**config.mk**
```make
export PLATFORM = sky130hd
export DESIGN_NAME = pipelined_barrel_shifter_flat
export DESIGN_NICKNAME = d
export VERILOG_FILES = /design/src/rtl/pipelined_barrel_shifter_if.sv /design/src/rtl/pipelined_barrel_shifter.sv /design/src/flat_wrapper.sv
export SDC_FILE = /design/constraint.sdc
export NUM_CORES = 1
export LEC_CHECK = 0
export ABC_AREA = 1
export CAP_MARGIN = 20
export CORE_MARGIN = 4
export CORE_UTILIZATION = 58
export DETAILED_ROUTE_END_ITERATION = 8
export PLACE_DENSITY = 0.82
export SLEW_MARGIN = 5
export SYNTH_ARGS = -nofsm -noshare
export SYNTH_HDL_FRONTEND = slang
export SYNTH_SLANG_ARGS = --single-unit
```
**constraint.sdc**
```tcl
create_clock -name clk -period 8.8 [get_ports clk]
set_clock_uncertainty 0.05 [all_clocks]
set_input_delay 2.2 -clock clk [delete_from_list [all_inputs] [get_ports clk]]
set_output_delay 2.2 -clock clk [all_outputs]
set_load 0.05 [all_outputs]
```
**src/rtl/pipelined_barrel_shifter_if.sv**
```systemverilog
// Purpose : valid/ready operation and result bus for pipelined_barrel_shifter.
// Signals : in_valid/in_ready handshake with in_data, in_shift, in_op, in_dir, in_tag;
//           out_valid/out_ready handshake with out_data, out_tag.
//           With PIPELINED_BARREL_SHIFTER_FLAGS_EN defined: out_zero, out_carry.
// Modports: master = producer of operations / consumer of results,
//           slave  = the shifter.
interface pipelined_barrel_shifter_if #(
  parameter int unsigned WIDTH     = 64,
  parameter int unsigned TAG_WIDTH = 4
);
  localparam int unsigned SHIFT_WIDTH = $clog2(WIDTH);

  logic                   in_valid;
  logic                   in_ready;
  logic [WIDTH-1:0]       in_data;
  logic [SHIFT_WIDTH-1:0] in_shift;
  logic [1:0]             in_op;
  logic                   in_dir;
  logic [TAG_WIDTH-1:0]   in_tag;
  logic                   out_valid;
  logic                   out_ready;
  logic [WIDTH-1:0]       out_data;
  logic [TAG_WIDTH-1:0]   out_tag;
`ifdef PIPELINED_BARREL_SHIFTER_FLAGS_EN
  logic                   out_zero;
  logic                   out_carry;

  modport master (
    output in_valid, in_data, in_shift, in_op, in_dir, in_tag, out_ready,
    input  in_ready, out_valid, out_data, out_tag, out_zero, out_carry
  );
  modport slave (
    input  in_valid, in_data, in_shift, in_op, in_dir, in_tag, out_ready,
    output in_ready, out_valid, out_data, out_tag, out_zero, out_carry
  );
`else
  modport master (
    output in_valid, in_data, in_shift, in_op, in_dir, in_tag, out_ready,
    input  in_ready, out_valid, out_data, out_tag
  );
  modport slave (
    input  in_valid, in_data, in_shift, in_op, in_dir, in_tag, out_ready,
    output in_ready, out_valid, out_data, out_tag
  );
`endif
endinterface

```
**src/rtl/pipelined_barrel_shifter.sv**
```systemverilog
// Purpose : pipelined barrel shifter (logical / arithmetic / rotate / ones-fill,
//           left or right) with valid/ready flow control and a sideband tag.
// Ports   : clk, rst (async, active-high), bus (pipelined_barrel_shifter_if.slave).
// Params  : WIDTH (power of two >= 2), STAGES_PER_REG (mux stages per slice),
//           TAG_WIDTH. SHIFT_WIDTH = $clog2(WIDTH) is derived.
// Option  : define PIPELINED_BARREL_SHIFTER_FLAGS_EN to add out_zero/out_carry.
// Right shifts are done as left shifts on bit-reversed data: reversal on entry
// to slice 0 and on exit of the last slice.
module pipelined_barrel_shifter #(
  parameter int unsigned WIDTH          = 64,
  parameter int unsigned STAGES_PER_REG = 2,
  parameter int unsigned TAG_WIDTH      = 4
) (
  input  logic                     clk,
  input  logic                     rst,
  pipelined_barrel_shifter_if.slave bus
);
  localparam int unsigned SHIFT_WIDTH = $clog2(WIDTH);
  localparam int unsigned NUM_SLICES  = (SHIFT_WIDTH + STAGES_PER_REG - 1) / STAGES_PER_REG;

  localparam logic [1:0] OP_ARI = 2'b01;
  localparam logic [1:0] OP_ROT = 2'b10;
  localparam logic [1:0] OP_ONE = 2'b11;

  if (WIDTH < 2 || (WIDTH & (WIDTH - 1)) != 0) begin : g_bad_width
    $error("pipelined_barrel_shifter: WIDTH must be a power of two >= 2");
  end
  if (STAGES_PER_REG < 1 || STAGES_PER_REG > SHIFT_WIDTH) begin : g_bad_stages
    $error("pipelined_barrel_shifter: STAGES_PER_REG must be in 1..SHIFT_WIDTH");
  end

  // Index k = values presented to slice k (0 = accepted operation).
  logic                   w_b_valid [NUM_SLICES];
  logic [WIDTH-1:0]       w_b_data  [NUM_SLICES];
  logic [SHIFT_WIDTH-1:0] w_b_shift [NUM_SLICES];
  logic [1:0]             w_b_op    [NUM_SLICES];
  logic                   w_b_dir   [NUM_SLICES];
  logic                   w_b_fill  [NUM_SLICES];
  logic [TAG_WIDTH-1:0]   w_b_tag   [NUM_SLICES];
`ifdef PIPELINED_BARREL_SHIFTER_FLAGS_EN
  logic                   w_b_carry [NUM_SLICES];
`endif
  logic [NUM_SLICES:0]    w_ready;

  // Entry: reverse for right shifts; fill bit fixed here (arith uses original MSB).
  assign w_b_valid[0] = bus.in_valid;
  assign w_b_data[0]  = bus.in_dir ? {<<{bus.in_data}} : bus.in_data;
  assign w_b_shift[0] = bus.in_shift;
  assign w_b_op[0]    = bus.in_op;
  assign w_b_dir[0]   = bus.in_dir;
  assign w_b_fill[0]  = (bus.in_op == OP_ONE) ||
                        ((bus.in_op == OP_ARI) && bus.in_dir && bus.in_data[WIDTH-1]);
  assign w_b_tag[0]   = bus.in_tag;
`ifdef PIPELINED_BARREL_SHIFTER_FLAGS_EN
  assign w_b_carry[0] = 1'b0;
`endif

  assign w_ready[NUM_SLICES] = bus.out_ready;
  assign bus.in_ready        = w_ready[0];

  for (genvar k = 0; k < NUM_SLICES; k++) begin : g_slice
    localparam int unsigned LO = k * STAGES_PER_REG;
    localparam int unsigned HI = ((k + 1) * STAGES_PER_REG < SHIFT_WIDTH) ?
                                 (k + 1) * STAGES_PER_REG : SHIFT_WIDTH;
    localparam bit IS_LAST = (k == NUM_SLICES - 1);

    logic                   r_valid;
    logic [WIDTH-1:0]       r_data;
    logic [TAG_WIDTH-1:0]   r_tag;
    logic [WIDTH-1:0]       w_nxt_data;
    logic [WIDTH-1:0]       w_wrap;
    logic [SHIFT_WIDTH-1:0] w_sh_tmp;
`ifdef PIPELINED_BARREL_SHIFTER_FLAGS_EN
    logic                   r_carry;
    logic                   w_nxt_carry;
`endif

    // A slice may load when empty or when its content moves on this cycle.
    assign w_ready[k] = !r_valid || w_ready[k+1];

    // Left-shift stages LO..HI-1; w_wrap holds the bits pushed out of the top.
    always_comb begin
      w_nxt_data = w_b_data[k];
      w_wrap     = '0;
      w_sh_tmp   = '0;
`ifdef PIPELINED_BARREL_SHIFTER_FLAGS_EN
      w_nxt_carry = w_b_carry[k];
`endif
      for (int unsigned j = LO; j < HI; j++) begin
        w_sh_tmp = w_b_shift[k] >> j;
        if (w_sh_tmp[0]) begin
          w_wrap = w_nxt_data >> (WIDTH - (32'd1 << j));
`ifdef PIPELINED_BARREL_SHIFTER_FLAGS_EN
          w_nxt_carry = w_wrap[0];
`endif
          w_nxt_data = (w_nxt_data << (32'd1 << j)) |
                       ((w_b_op[k] == OP_ROT) ? w_wrap :
                        w_b_fill[k] ? ~({WIDTH{1'b1}} << (32'd1 << j)) : '0);
        end
      end
      if (IS_LAST && w_b_dir[k]) begin
        w_nxt_data = {<<{w_nxt_data}};
      end
    end

    // Payload only updates when a real operation enters; bubbles just clear valid.
    always_ff @(posedge clk or posedge rst) begin
      if (rst) begin
        r_valid <= 1'b0;
        r_data  <= '0;
        r_tag   <= '0;
      end else if (w_ready[k]) begin
        r_valid <= w_b_valid[k];
        if (w_b_valid[k]) begin
          r_data <= w_nxt_data;
          r_tag  <= w_b_tag[k];
        end
      end
    end

`ifdef PIPELINED_BARREL_SHIFTER_FLAGS_EN
    always_ff @(posedge clk or posedge rst) begin
      if (rst) begin
        r_carry <= 1'b0;
      end else if (w_ready[k] && w_b_valid[k]) begin
        r_carry <= w_nxt_carry;
      end
    end
`endif

    if (IS_LAST) begin : g_out
      assign bus.out_valid = r_valid;
      assign bus.out_data  = r_data;
      assign bus.out_tag   = r_tag;
`ifdef PIPELINED_BARREL_SHIFTER_FLAGS_EN
      logic r_zero;

      always_ff @(posedge clk or posedge rst) begin
        if (rst) begin
          r_zero <= 1'b0;
        end else if (w_ready[k] && w_b_valid[k]) begin
          r_zero <= (w_nxt_data == '0);
        end
      end

      assign bus.out_zero  = r_zero;
      assign bus.out_carry = r_carry;
`endif
    end else begin : g_fwd
      logic [SHIFT_WIDTH-1:0] r_shift;
      logic [1:0]             r_op;
      logic                   r_dir;
      logic                   r_fill;

      // Control that later slices still need.
      always_ff @(posedge clk or posedge rst) begin
        if (rst) begin
          r_shift <= '0;
          r_op    <= '0;
          r_dir   <= 1'b0;
          r_fill  <= 1'b0;
        end else if (w_ready[k] && w_b_valid[k]) begin
          r_shift <= w_b_shift[k];
          r_op    <= w_b_op[k];
          r_dir   <= w_b_dir[k];
          r_fill  <= w_b_fill[k];
        end
      end

      assign w_b_valid[k+1] = r_valid;
      assign w_b_data[k+1]  = r_data;
      assign w_b_shift[k+1] = r_shift;
      assign w_b_op[k+1]    = r_op;
      assign w_b_dir[k+1]   = r_dir;
      assign w_b_fill[k+1]  = r_fill;
      assign w_b_tag[k+1]   = r_tag;
`ifdef PIPELINED_BARREL_SHIFTER_FLAGS_EN
      assign w_b_carry[k+1] = r_carry;
`endif
    end
  end
endmodule

```
**src/flat_wrapper.sv**
```systemverilog
// flat-port wrapper written by rule: the top's interface ports become plain ports
module pipelined_barrel_shifter_flat 
#(
  parameter int unsigned WIDTH          = 64,
  parameter int unsigned STAGES_PER_REG = 2,
  parameter int unsigned TAG_WIDTH      = 4
)
  (clk, rst, bus_in_valid, bus_in_data, bus_in_shift, bus_in_op, bus_in_dir, bus_in_tag, bus_out_ready, bus_in_ready, bus_out_valid, bus_out_data, bus_out_tag);
  pipelined_barrel_shifter_if #(.WIDTH(WIDTH), .TAG_WIDTH(TAG_WIDTH)) bus_i ();
  input  logic clk;
  input  logic rst;
  input wire logic [$bits(bus_i.in_valid)-1:0] bus_in_valid;
  input wire logic [$bits(bus_i.in_data)-1:0] bus_in_data;
  input wire logic [$bits(bus_i.in_shift)-1:0] bus_in_shift;
  input wire logic [$bits(bus_i.in_op)-1:0] bus_in_op;
  input wire logic [$bits(bus_i.in_dir)-1:0] bus_in_dir;
  input wire logic [$bits(bus_i.in_tag)-1:0] bus_in_tag;
  input wire logic [$bits(bus_i.out_ready)-1:0] bus_out_ready;
  output wire logic [$bits(bus_i.in_ready)-1:0] bus_in_ready;
  output wire logic [$bits(bus_i.out_valid)-1:0] bus_out_valid;
  output wire logic [$bits(bus_i.out_data)-1:0] bus_out_data;
  output wire logic [$bits(bus_i.out_tag)-1:0] bus_out_tag;
  assign bus_i.in_valid = bus_in_valid;
  assign bus_i.in_data = bus_in_data;
  assign bus_i.in_shift = bus_in_shift;
  assign bus_i.in_op = bus_in_op;
  assign bus_i.in_dir = bus_in_dir;
  assign bus_i.in_tag = bus_in_tag;
  assign bus_i.out_ready = bus_out_ready;
  assign bus_in_ready = bus_i.in_ready;
  assign bus_out_valid = bus_i.out_valid;
  assign bus_out_data = bus_i.out_data;
  assign bus_out_tag = bus_i.out_tag;
  pipelined_barrel_shifter #(.WIDTH(WIDTH), .STAGES_PER_REG(STAGES_PER_REG), .TAG_WIDTH(TAG_WIDTH)) u_core (.clk(clk), .rst(rst), .bus(bus_i));
endmodule
```
==> insert_results.sql <==
INSERT INTO impl_metrics (metric_group, metric, value, unit) VALUES
('outcome', 'result_of_the_run', 'finished, final reports clean', ''),
('placement', 'globalplace.congestion', '0.957', ''),
('final_layout', 'antennaDiodeCount', '0', ''),
('cts', 'clock_root_buffer', 'clkbuf_16', ''),
('placement', 'post-dp-hpwl', '30.9', 'mm'),
('sta', 'final-setup-viol-count', '0', ''),
('cts', 'post_cts.resized_instances', '0', ''),
('logic_synthesis', 'post_synth_main_area_contributors', 'dfrtp_1, nand2_1, nand3_1, o21ai_0, mux2i_1', ''),
('sta', 'setup_repair_after_global_routing_missed_its_margin', 'false', ''),
('global_route', 'grt_max_degree', '115', ''),
('hold_path', 'hp-class', 'register to register', ''),
('setup_path', 'crit_path_end_kind', 'output port', ''),
('final_layout', 'nets', '2308', ''),
('detailed_routing', 'initialDrtViolationCount', '1415', ''),
('global_route', 'grt_first_pass_wirelength', '68.9', 'mm'),
('logic_synthesis', 'synthArstFlopShare', '100', '%'),
('logic_synthesis', 'synth-xor-area-share', '0', '%'),
('power_and_ir_drop', 'vdd_drop_max', '227', 'uV'),
('sta', 'final.setup.tns', '0', 'ps'),
('detailed_routing', 'overall_via_count_from_detail_route', '14500', ''),
('floorplan', 'floorplan.die.height', '165', 'um'),
('power_and_ir_drop', 'powerDensity', '342', 'nW/um^2'),
('global_route', 'number_of_antenna_violations_at_the_first_check_in_global_routing', '0', ''),
('cts', 'clk_pin_slew_worst_paths', '60', 'ps'),
('logic_synthesis', 'yosys.cell_count.top_type', 'nand2_1', ''),
('logic_synthesis', 'synth.cell_area', '14300', 'sq um'),
('logic_synthesis', 'number_of_distinct_standard_cells_referenced_by_the_synthesized_netlist', '27', ''),
('logic_synthesis', 'yosys.area_share.simple', '40.8', '%'),
('power_and_ir_drop', 'power.switching', '0.00274', 'W'),
('final_layout', 'drive_above_1_share', '4.06', '%'),
('logic_synthesis', 'yosys_most_used_dff', 'dfrtp_1', ''),
('logic_synthesis', 'synth-adder-area-share', '0', '%'),
('sta', 'fmax', '168', 'MHz'),
('power_and_ir_drop', 'pwr-share-comb', '52.5', '%'),
('power_and_ir_drop', 'sequentialPowerShare', '29.2', '%'),
('logic_synthesis', 'syn_nets', '2271', ''),
('logic_synthesis', 'synth_top_area_share', '38.6', '%'),
('power_and_ir_drop', 'report.power.total', '0.00564', 'W'),
('cts', 'htree_num_levels', '1', ''),
('logic_synthesis', 'yosysTopAreaCell', 'dfrtp_1', ''),
('detailed_routing', 'detailed_route_wire_length_per_cell', '16.8', 'um'),
('floorplan', 'placement_rows', '57', ''),
('floorplan', 'core_region_area', '24300', 'sq um'),
('cts', 'clock_latency', '520', 'ps'),
('sta', 'post-route-min-period', '5970', 'ps'),
('sta', 'final_hold_viol_count', '0', ''),
('logic_synthesis', 'synth_top_family_by_area', 'simple AND/OR/NAND/NOR gates', ''),
('setup_path', 'cp_data_required_time', '6550', 'ps'),
('detailed_routing', 'routed_wirelength', '43.2', 'mm'),
('global_route', 'grt_overflow_total', '0', ''),
('power_and_ir_drop', 'p_leak', '8.19', 'nW'),
('placement', 'port-buffer-count', '150', ''),
('cts', 'tritoncts.num_buffers', '22', ''),
('logic_synthesis', 'synth_edf_count', '0', ''),
('sta', 'report.final.slew_viol_count', '0', ''),
('setup_path', 'critical_path_arrival', '3720', 'ps'),
('power_and_ir_drop', 'power.switching_fraction', '48.6', '%'),
('logic_synthesis', 'post_synth_mux_area_share', '3.08', '%'),
('hold_path', 'min_delay_path_depth', '2', ''),
('logic_synthesis', 'post_synthesis_area_per_instance', '6.53', 'sq um'),
('cts', 'tritoncts_num_sinks', '221', ''),
('power_and_ir_drop', 'clock_power_share', '18.3', '%'),
('global_route', 'grt_use_total', '31.5', '%'),
('setup_path', 'worst-r2r-cell-count', '8', ''),
('detailed_routing', 'post_route_ant_nets', '0', ''),
('floorplan', 'die_area', '27200', 'sq um'),
('detailed_routing', 'detail_route.vias_per_cell', '5.65', ''),
('setup_path', 'timing.critical_path.fanout_max', '3', ''),
('floorplan', 'dieWidth', '165', 'um'),
('logic_synthesis', 'ys_seq_elements', '221', ''),
('floorplan', 'initial_cell_density_of_the_core', '58.8', '%');
cells by family (layout without fill, tap and decap cells):
family                 count (synthesis)  after routing
flip-flops                           221            221
AO/OA/AOI/OAI                        285            285
buffers and inverters                246            299
AND/OR/NAND/NOR                     1394           1394
multiplexers                          44             44
final cells by class:
type / count / area (sq um)
Multi-Input combinational cell: 1723 / 7750
Timing Repair Buffer: 169 / 1670
Inverter: 90 / 345
Clock buffer: 29 / 638
Clock inverter: 11 / 164
Tap cell: 324 / 405
Fill cell: 2178 / 7820
Sequential cell: 221 / 5530
path summary, 6_finish.rpt:
path	endpoint	slack, ps	start
worst max-delay path	bus_in_ready	2830	bus_out_ready
worst min-delay path	u_core.bus.out_data[16]$_DFFE_PP0P_	430	u_core.bus.out_data[16]$_DFFE_PP0P_
worst max register to register	u_core.bus.out_data[20]$_DFFE_PP0P_	5950	u_core.g_slice[1].g_fwd.r_shift[5]$_DFFE_PP0P_
worst min register to register	u_core.bus.out_data[16]$_DFFE_PP0P_	430	u_core.bus.out_data[16]$_DFFE_PP0P_
max in group asynchronous	u_core.g_slice[1].g_fwd.r_dir$_DFFE_PP0P_	5200	rst
min in group asynchronous	u_core.bus.out_data[59]$_DFFE_PP0P_	2150	rst
placed cells by master (no fill, tap or decap), types with 7 or more instances in the layout:
master and count:
buf_4 17, inv_2 7, o21ai_0 178, or2_2 15
o21ai_1 45, inv_1 81, nand3_1 347, or2_1 49
nor2_1 14, dfrtp_1 218, clkbuf_16 23, a21oi_1 48
mux2i_1 44, clkdlybuf4s50_1 148, nand2_1 964
routing by layer:
metal / part of all wire [%] / up-vias / global-route usage, %
li1: - / 7158 / -
met1: 42 / 6635 / 43.4
met2: 47 / 633 / 51.8
met3: 7.6 / 88 / 3.87
met4: 3.5 / 0 / 10.5
met5: 0 / - / 0
flip-flops by register name, summed over array words and instances, names as in the netlist:
signal	flops
u_core.g_slice.r_valid	2
u_core.bus.out_valid	1
u_core.g_slice.g_fwd.r_shift	6
u_core.g_slice.r_tag	8
u_core.g_slice.g_fwd.r_dir	2
u_core.g_slice.r_data	128
u_core.g_slice.g_fwd.r_op	4
u_core.bus.out_data	64
u_core.g_slice.g_fwd.r_fill	2
u_core.bus.out_tag	4
power by group through the flow:
| stage | Clock [W] | Combinational, W | Sequential [W] |
|---|---|---|---|
| after floorplan | 0 | 0.00154 | 0.00211 |
| final | 0.00103 | 0.00296 | 0.00164 |
| after CTS | 0.00104 | 0.00293 | 0.00164 |
| after global routing | 0.00108 | 0.00324 | 0.00168 |
| after global placement | 0 | 0.00287 | 0.00164 |
| after detailed placement | 0 | 0.00291 | 0.00165 |
critical path, cell delays in order:
cell,delay [ps]
clkdlybuf4s50_1,460
inv_1,60
nand4_1,140
clkdlybuf4s50_1,850
stage by stage:
step           utilization [%]  worst slack [ps]  std cells  hold slack, ps  area (sq um)
6_report                  67.9              2830       2567             428         16500
5_1_grt                   67.9              2800       2567             441         16500
4_1_cts                   67.7              2850       2565             431         16500
3_5_place_dp              64.4              2860       2525             415         15700
3_3_place_gp              64.4              2880       2525             411         15700
2_1_floorplan                -               501       2190             392         14300
(Power assumes the default switching activity.)
